### src/rtl/burst_loader_if.sv
// Fabric-side bus of burst_loader: arbitration, address phase and data beats.
interface burst_loader_if #(
    parameter int DW = 16,
    parameter int AW = 16
);
    logic            REQUEST;
    logic            EN;
    logic            REQUEST_OK;
    logic            ADDRFD;
    logic            WRITEFD;
    logic            READFD;
    logic [4*AW-1:0] FD_ADDR;
    logic [DW-1:0]   FD_OUT;
    logic [DW-1:0]   FD_IN;
    logic            SLAVE_ACK;
    logic            FD_READY;
    logic            FD_VALID;

    // The loader masters the bus; the fabric (arbiter + slave) is the other side.
    modport master (
        output REQUEST, ADDRFD, WRITEFD, READFD, FD_ADDR, FD_OUT,
        input  EN, REQUEST_OK, FD_IN, SLAVE_ACK, FD_READY, FD_VALID
    );
    modport slave (
        input  REQUEST, ADDRFD, WRITEFD, READFD, FD_ADDR, FD_OUT,
        output EN, REQUEST_OK, FD_IN, SLAVE_ACK, FD_READY, FD_VALID
    );
endinterface

### src/rtl/burst_loader.sv
// Burst loader: moves BURST-word blocks between a local L1 buffer, the fabric
// and the command port. WRITE = L1 -> fabric, READ = fabric -> L1,
// LOAD = fabric -> command port. Every output is decoded from registers only.
module burst_loader #(
    parameter int DW      = 16,
    parameter int AW      = 16,
    parameter int BURST   = 4,
    parameter int TIMEOUT = 255,
    parameter int N       = 1
) (
    input  logic                     CLK_B,
    input  logic                     RESET,
    input  logic                     WRITE,
    input  logic                     READ,
    input  logic                     LOAD,
    input  logic [AW-1:0]            SA,
    input  logic [AW-1:0]            SB,
    input  logic [AW-1:0]            SC,
    input  logic [AW-1:0]            IP,
    output logic                     store_busy,
    output logic                     done,
    output logic                     err,
    output logic [$clog2(BURST)-1:0] L1ADR,
    output logic                     L1RD,
    output logic                     L1WR,
    input  logic [DW-1:0]            L1DIN,
    output logic [DW-1:0]            L1DOUT,
    output logic                     CMD_WE,
    output logic [$clog2(BURST)-1:0] CMD_ADR,
    output logic [DW-1:0]            CMD_DAT,
    output logic [3:0]               NUMBER_UNIT,
    burst_loader_if.master           fab
);
    localparam int CW  = $clog2(BURST);
    localparam int WW  = $clog2(TIMEOUT + 1);
    localparam int BM1 = BURST - 1;
    localparam int TM1 = TIMEOUT - 1;

    localparam logic [CW:0]   FILL_LAST = BURST[CW:0];
    localparam logic [CW-1:0] LAST_IDX  = BM1[CW-1:0];
    localparam logic [WW-1:0] WAIT_LAST = TM1[WW-1:0];

    localparam logic [2:0] S_IDLE   = 3'd0;
    localparam logic [2:0] S_FILL   = 3'd1;
    localparam logic [2:0] S_ARB    = 3'd2;
    localparam logic [2:0] S_ADDR   = 3'd3;
    localparam logic [2:0] S_WBURST = 3'd4;
    localparam logic [2:0] S_RBURST = 3'd5;
    localparam logic [2:0] S_DRAIN  = 3'd6;
    localparam logic [2:0] S_DONE   = 3'd7;

    localparam logic [1:0] M_NONE  = 2'd0;
    localparam logic [1:0] M_WRITE = 2'd1;
    localparam logic [1:0] M_READ  = 2'd2;
    localparam logic [1:0] M_LOAD  = 2'd3;

    logic [2:0]      state_q, state_d;
    logic [1:0]      mode_q, mode_d;
    logic [4*AW-1:0] addr_q, addr_d;
    logic [CW:0]     cnt_q, cnt_d;      // FILL cycle / DRAIN word index
    logic [CW-1:0]   beat_q, beat_d;    // fabric beat index
    logic [WW-1:0]   wait_q, wait_d;    // stall cycles since last progress
    logic            err_q, err_d;
    logic            stall;

    logic [DW-1:0]   buf_q [BURST];
    logic            buf_we;
    logic [CW-1:0]   buf_wa;
    logic [DW-1:0]   buf_wd;

    // Next-state, buffer write port and stall timeout.
    always_comb begin
        // NOTE: every signal gets a default here so no path leaves one unassigned (no latches).
        state_d = state_q;
        mode_d  = mode_q;
        addr_d  = addr_q;
        cnt_d   = cnt_q;
        beat_d  = beat_q;
        wait_d  = wait_q;
        err_d   = 1'b0;
        stall   = 1'b0;
        buf_we  = 1'b0;
        buf_wa  = '0;
        buf_wd  = '0;
        case (state_q)
            S_IDLE: begin
                if (WRITE || READ || LOAD) begin
                    addr_d = {SA, SB, SC, IP};
                    cnt_d  = '0;
                    if (WRITE) begin
                        mode_d  = M_WRITE;
                        state_d = S_FILL;
                    end else begin
                        mode_d  = READ ? M_READ : M_LOAD;
                        state_d = S_ARB;
                    end
                end
            end
            S_FILL: begin
                // L1 read data trails its address by one cycle.
                if (cnt_q != '0) begin
                    buf_we = 1'b1;
                    buf_wa = cnt_q[CW-1:0] - 1'b1;
                    buf_wd = L1DIN;
                end
                if (cnt_q == FILL_LAST) begin
                    cnt_d   = '0;
                    state_d = S_ARB;
                end else begin
                    cnt_d = cnt_q + 1'b1;
                end
            end
            S_ARB: begin
                if (fab.EN && fab.REQUEST_OK) begin
                    wait_d  = '0;
                    state_d = S_ADDR;
                end
            end
            S_ADDR: begin
                if (fab.SLAVE_ACK) begin
                    wait_d  = '0;
                    beat_d  = '0;
                    state_d = (mode_q == M_WRITE) ? S_WBURST : S_RBURST;
                end else begin
                    stall = 1'b1;
                end
            end
            S_WBURST: begin
                if (fab.FD_READY) begin
                    wait_d = '0;
                    if (beat_q == LAST_IDX) state_d = S_DONE;
                    else                    beat_d  = beat_q + 1'b1;
                end else begin
                    stall = 1'b1;
                end
            end
            S_RBURST: begin
                if (fab.FD_VALID) begin
                    wait_d = '0;
                    buf_we = 1'b1;
                    buf_wa = beat_q;
                    buf_wd = fab.FD_IN;
                    if (beat_q == LAST_IDX) begin
                        cnt_d   = '0;
                        state_d = S_DRAIN;
                    end else begin
                        beat_d = beat_q + 1'b1;
                    end
                end else begin
                    stall = 1'b1;
                end
            end
            S_DRAIN: begin
                if (cnt_q[CW-1:0] == LAST_IDX) begin
                    cnt_d   = '0;
                    state_d = S_DONE;
                end else begin
                    cnt_d = cnt_q + 1'b1;
                end
            end
            S_DONE: begin
                mode_d  = M_NONE;
                beat_d  = '0;
                state_d = S_IDLE;
            end
            default: state_d = S_IDLE;
        endcase
        // A stalled fabric phase that hits the limit abandons the transfer.
        if (stall) begin
            if (wait_q == WAIT_LAST) begin
                err_d   = 1'b1;
                mode_d  = M_NONE;
                beat_d  = '0;
                wait_d  = '0;
                state_d = S_IDLE;
            end else begin
                wait_d = wait_q + 1'b1;
            end
        end
    end

    // Control registers with synchronous reset.
    always_ff @(posedge CLK_B) begin
        if (RESET) begin
            state_q <= S_IDLE;
            mode_q  <= M_NONE;
            addr_q  <= '0;
            cnt_q   <= '0;
            beat_q  <= '0;
            wait_q  <= '0;
            err_q   <= 1'b0;
        end else begin
            state_q <= state_d;
            mode_q  <= mode_d;
            addr_q  <= addr_d;
            cnt_q   <= cnt_d;
            beat_q  <= beat_d;
            wait_q  <= wait_d;
            err_q   <= err_d;
        end
    end

    // Burst buffer storage.
    // NOTE: no reset on the buffer; every word is written before it is read.
    always_ff @(posedge CLK_B) begin
        if (buf_we) buf_q[buf_wa] <= buf_wd;
    end

    assign NUMBER_UNIT = N[3:0];
    assign store_busy  = (state_q != S_IDLE);
    assign done        = (state_q == S_DONE);
    assign err         = err_q;

    assign L1RD    = (state_q == S_FILL) && (cnt_q != FILL_LAST);
    assign L1WR    = (state_q == S_DRAIN) && (mode_q == M_READ);
    assign CMD_WE  = (state_q == S_DRAIN) && (mode_q == M_LOAD);
    assign L1ADR   = (L1RD || L1WR) ? cnt_q[CW-1:0] : '0;
    assign L1DOUT  = L1WR ? buf_q[cnt_q[CW-1:0]] : '0;
    assign CMD_ADR = CMD_WE ? cnt_q[CW-1:0] : '0;
    assign CMD_DAT = CMD_WE ? buf_q[cnt_q[CW-1:0]] : '0;

    assign fab.REQUEST = (state_q == S_ARB);
    assign fab.ADDRFD  = (state_q == S_ADDR);
    assign fab.WRITEFD = (state_q == S_WBURST);
    assign fab.READFD  = (state_q == S_RBURST);
    assign fab.FD_ADDR = fab.ADDRFD ? addr_q : '0;
    assign fab.FD_OUT  = fab.WRITEFD ? buf_q[beat_q] : '0;
endmodule
### src/flat_wrapper.sv
// flat-port wrapper written by rule: the top's interface ports become plain ports
module burst_loader_flat 
#(
    parameter int DW      = 16,
    parameter int AW      = 16,
    parameter int BURST   = 4,
    parameter int TIMEOUT = 255,
    parameter int N       = 1
)
  (CLK_B, RESET, WRITE, READ, LOAD, SA, SB, SC, IP, store_busy, done, err, L1ADR, L1RD, L1WR, L1DIN, L1DOUT, CMD_WE, CMD_ADR, CMD_DAT, NUMBER_UNIT, fab_REQUEST, fab_ADDRFD, fab_WRITEFD, fab_READFD, fab_FD_ADDR, fab_FD_OUT, fab_EN, fab_REQUEST_OK, fab_FD_IN, fab_SLAVE_ACK, fab_FD_READY, fab_FD_VALID);
  burst_loader_if #(.DW(DW), .AW(AW)) fab_i ();
  input  logic CLK_B;
  input  logic RESET;
  input  logic WRITE;
  input  logic READ;
  input  logic LOAD;
  input  logic [AW-1:0] SA;
  input  logic [AW-1:0] SB;
  input  logic [AW-1:0] SC;
  input  logic [AW-1:0] IP;
  output logic store_busy;
  output logic done;
  output logic err;
  output logic [$clog2(BURST)-1:0] L1ADR;
  output logic L1RD;
  output logic L1WR;
  input  logic [DW-1:0] L1DIN;
  output logic [DW-1:0] L1DOUT;
  output logic CMD_WE;
  output logic [$clog2(BURST)-1:0] CMD_ADR;
  output logic [DW-1:0] CMD_DAT;
  output logic [3:0] NUMBER_UNIT;
  output wire logic [$bits(fab_i.REQUEST)-1:0] fab_REQUEST;
  output wire logic [$bits(fab_i.ADDRFD)-1:0] fab_ADDRFD;
  output wire logic [$bits(fab_i.WRITEFD)-1:0] fab_WRITEFD;
  output wire logic [$bits(fab_i.READFD)-1:0] fab_READFD;
  output wire logic [$bits(fab_i.FD_ADDR)-1:0] fab_FD_ADDR;
  output wire logic [$bits(fab_i.FD_OUT)-1:0] fab_FD_OUT;
  input wire logic [$bits(fab_i.EN)-1:0] fab_EN;
  input wire logic [$bits(fab_i.REQUEST_OK)-1:0] fab_REQUEST_OK;
  input wire logic [$bits(fab_i.FD_IN)-1:0] fab_FD_IN;
  input wire logic [$bits(fab_i.SLAVE_ACK)-1:0] fab_SLAVE_ACK;
  input wire logic [$bits(fab_i.FD_READY)-1:0] fab_FD_READY;
  input wire logic [$bits(fab_i.FD_VALID)-1:0] fab_FD_VALID;
  assign fab_REQUEST = fab_i.REQUEST;
  assign fab_ADDRFD = fab_i.ADDRFD;
  assign fab_WRITEFD = fab_i.WRITEFD;
  assign fab_READFD = fab_i.READFD;
  assign fab_FD_ADDR = fab_i.FD_ADDR;
  assign fab_FD_OUT = fab_i.FD_OUT;
  assign fab_i.EN = fab_EN;
  assign fab_i.REQUEST_OK = fab_REQUEST_OK;
  assign fab_i.FD_IN = fab_FD_IN;
  assign fab_i.SLAVE_ACK = fab_SLAVE_ACK;
  assign fab_i.FD_READY = fab_FD_READY;
  assign fab_i.FD_VALID = fab_FD_VALID;
  burst_loader #(.DW(DW), .AW(AW), .BURST(BURST), .TIMEOUT(TIMEOUT), .N(N)) u_core (.CLK_B(CLK_B), .RESET(RESET), .WRITE(WRITE), .READ(READ), .LOAD(LOAD), .SA(SA), .SB(SB), .SC(SC), .IP(IP), .store_busy(store_busy), .done(done), .err(err), .L1ADR(L1ADR), .L1RD(L1RD), .L1WR(L1WR), .L1DIN(L1DIN), .L1DOUT(L1DOUT), .CMD_WE(CMD_WE), .CMD_ADR(CMD_ADR), .CMD_DAT(CMD_DAT), .NUMBER_UNIT(NUMBER_UNIT), .fab(fab_i));
endmodule
### config.mk
export PLATFORM = sky130hd
export DESIGN_NAME = burst_loader_flat
export DESIGN_NICKNAME = d
export VERILOG_FILES = /design/src/rtl/burst_loader_if.sv /design/src/rtl/burst_loader.sv /design/src/flat_wrapper.sv
export SDC_FILE = /design/constraint.sdc
export NUM_CORES = 1
export LEC_CHECK = 0
export CAP_MARGIN = 20
export CORE_MARGIN = 2
export CORE_UTILIZATION = 47
export DETAILED_ROUTE_END_ITERATION = 8
export MAX_ROUTING_LAYER = met4
export PLACE_DENSITY = 0.85
export SLEW_MARGIN = 0
export SYNTH_ARGS = -nofsm -noshare
export SYNTH_HDL_FRONTEND = slang
export SYNTH_SLANG_ARGS = --single-unit
### constraint.sdc
create_clock -name CLK_B -period 3.5 [get_ports CLK_B]
set_clock_uncertainty 0.05 [all_clocks]
set_input_delay 0.35 -clock CLK_B [delete_from_list [all_inputs] [get_ports CLK_B]]
set_output_delay 0.35 -clock CLK_B [all_outputs]
set_load 0.03 [all_outputs]
==> summary.md <==
| Metric | Value |
|---|---|
| Ys Warns | 0 |
| First-pass GRT wire length | 29410 µm |
| Sequential area share after synthesis | 50.37% |
| Max Fanout on Critical Path | 19 |
| Area share of the largest cell type after synthesis | 26.71% |
| End of the worst hold path | u_core.wait_q[0] |
| Critical path class | register to primary output |
| Worst Setup End Kind | primary output |
| Antenna violations before repair | 0 |
| Most frequent cells in the layout | clkdlybuf4s50_1, nand2_1, and2_1 |
| Pwr/cell area | 464.7 nW/µm² |
| Worst hold path cell count | 2 |
| Longest Clk Path Bufs | 2 |
| Final Power | 4.721 mW |
| Fin. Hold Viols | 0 |
| Mapped Cells | 703 |
| CTS tree | yes |
| Rel. slew slack | 33.23% |
| Total GRT Usage | 24.03% |
| P_leak | 3.626 nW |
| Cts hold-fix bufs | 0 |
| Net switching power figure | 1.356 mW |
| DP HPWL | 13250 µm |
| Status | finished, final reports clean |
| Pint | 3.365 mW |
| Register bit total from synthesis | 149 |
| Period utilization | 87.83% |
| RR Endpoint | u_core.buf_q[0][13] |
| Startpoint types | register |
| Setup-failing EPs final | 0 |
| Core Rows | 45 |
| Worst skew pair latency | 420 ps |
| Setup repair bufs after CTS | 0 |
| Final Util | 67.33% |
| Critical Path AT | 2670 ps |
| Critical path required time | 3100 ps |
| Via count | 5911 |
| Worst Hold Class | input pin to register |
| Synth top area cells | edfxtp_1, dfxtp_1, mux4_2 |
| Seq pwr share | 43.6% |
| Setup_tns | 0 ps |
| Syn avg cell area | 10.23 µm² |
| Routed wire length | 19120 µm |
| Mapped Area | 7194 µm² |
| Max_cap viols | 0 |
| CTS H-Tree Depth | 4 |
| First drt pass iteration count | 5 |
| Initial Utilization | 47.68% |
| EDFF count, synth | 64 |
| I/O pin count | 236 |
| Ratio of cells with drive above 1 in the final layout | 10.13% |
| Ys async rst share | 0% |
| Logic pwr share | 20.9% |
| Sw frac | 28.72% |
| RSZ-0062 raised after global routing | no |
| Cell taking the most area after synthesis | edfxtp_1 |
| Core area | 15090 µm² |
| Fin. max-slew vios | 0 |
| R2R setup slack | 970 ps |
| Most common cell after layout, fill and taps aside | clkdlybuf4s50_1 |
| Worst-path clk slew | 60 ps |
| Input/output buffers | 231 |
| Post_cts resized | 0 |
| Vias in the first global route | 5695 |
| Synth-to-Final Area Change | 41.22% |
| Total CTS buffers | 17 |
| Largest net degree at the start of global routing | 68 |
| DR iter-0 viols | 367 |
| Die height | 127.7 µm |
| GPL Wtd Cong | 0.8583 |
| Final instance area | 10160 µm² |
| Fmax | 0.3253 GHz |
| Post-route ant nets | 0 |
| # diodes | 0 |
| CTS Root Cell | clkbuf_16 |
| Fill cell count | 1147 |
| Crit path time final | 3074 ps |
| Number of remaining DRC errors | 0 |
| Top FF cell, synth | dfxtp_1 |
| Vias/cell | 5.297 |
| Fin nets | 1026 |
| Crit Reg-Reg Startpoint | u_core.cnt_q[0] |
| Post-DP Area | 9605 µm² |
| Clock power share | 35.5% |
| Worst-case reg-to-reg path depth | 8 |
| CTS sink count | 149 |
| Avg WL per Cell | 17.13 µm |
| Flip-flop and latch area | 3623 µm² |
| Multi-input logic area | 3256 µm² |
| GRT overflow | 0 |
| Die area | 16310 µm² |
| Worst slew pin tran | 1000 ps |
| HP Start | RESET |
| Die Wd | 127.7 µm |
| Maximum vdd drop | 0.3412 mV |
| Post-synth cell types | 51 |
==> final cells by class <==
class / instances / area share [%]
inverters: 13 / 0.4803
clock buffers: 21 / 4.729
multi-input cells: 485 / 32.04
clock inverters: 11 / 0.7266
flip-flops and latches: 149 / 35.67
repair buffers: 249 / 24.04
well taps: 188 / 2.315
==> flip-flops by register name, summed over array words and instances, names as in the netlist, named ones only <==
register        count
u_core.addr_q      64
u_core.beat_q       2
u_core.buf_q       64
u_core.cnt_q        3
u_core.err          1
u_core.mode_q       2
u_core.state_q      3
u_core.wait_q       8
==> metrics by stage <==
step | hold WS [ps] | setup WS [ps] | std cells
3_3_place_gp | 386.7 | 924.3 | 1084
3_5_place_dp | 392.6 | 870.0 | 1084
6_report | 141.9 | 426.0 | 1116
2_1_floorplan | 381.7 | 696.2 | 705
4_1_cts | 119.4 | 428.1 | 1116
5_1_grt | 129.7 | 307.8 | 1116
==> metal layers <==
metal  global-route usage (%)  vias up  routed length (µm)
met5                        -        -                   0
met4                    10.08        0                 609
met3                    6.553       38                1067
met2                    39.26      176                9828
met1                    28.16     2825                7611
li1                         -     2872                   -
==> critical path, cell delays in order (launching register included) <==
cell and delay [ps]:
dfxtp_1 360, and3b_1 330, and3_1 660, and2_1 220, clkdlybuf4s50_1 670
==> how the worst max path moves through the flow <==
| stage | start | depth (start not counted) | endpoint | slack [ps] |
|---|---|---|---|---|
| 5_1_grt | u_core.state_q[0] | 4 | CMD_ADR[1] | 310 |
| 3_5_place_dp | fab_FD_VALID | 6 | u_core.buf_q[0][4] | 870 |
| 2_1_floorplan | u_core.state_q[0] | 5 | u_core.buf_q[2][0] | 700 |
| 6_report | u_core.state_q[0] | 4 | CMD_DAT[7] | 430 |
| 4_1_cts | u_core.state_q[0] | 4 | CMD_ADR[1] | 430 |
| 3_3_place_gp | u_core.state_q[0] | 4 | CMD_DAT[11] | 920 |
==> Yosys cell counts (all sizes together), types with 2 or more instances <==
cell and count:
o21ai 9, nor3 10, a211oi 3, nor2 19, buf 32, a221oi 3, nand2 139, o21bai 2
and3b 2, clkbuf 26, and3 20, a2111oi 2, nor3b 2, nand3 3, a21oi 76, dfxtp 85
mux4 32, ha 5, inv 13, xnor2 6, and2 100, conb 2, and4 2, a22o 17
a22oi 4, nor2b 3, o21a 4, a21boi 4, edfxtp 64
==> power by group through the flow <==
stage	sequential (mW)	clock, mW	combinational, mW
final	2.06	1.67	0.986
after global routing	2.08	1.79	1.08
after CTS	2.06	1.70	0.992
after detailed placement	2.09	0	0.989
after global placement	2.08	0	0.972
after floorplan	2.05	0	0.687
==> cell families (layout without fill, tap and decap cells) <==
group | after synthesis | in the layout | synth area share [%]
AND/OR/NAND/NOR | 309 | 309 | 21.64
flip-flops | 149 | 149 | 50.37
AO/OA/AOI/OAI | 128 | 128 | 11.36
buffers and inverters | 71 | 294 | 4.678
multiplexers | 33 | 33 | 10.16
XOR/XNOR | 6 | 6 | 0.8348
adder cells (fa/ha/maj) | 5 | 5 | 0.8696
other | 2 | 4 | 0.1044
Note: power is estimated with default switching activity, not from simulation.
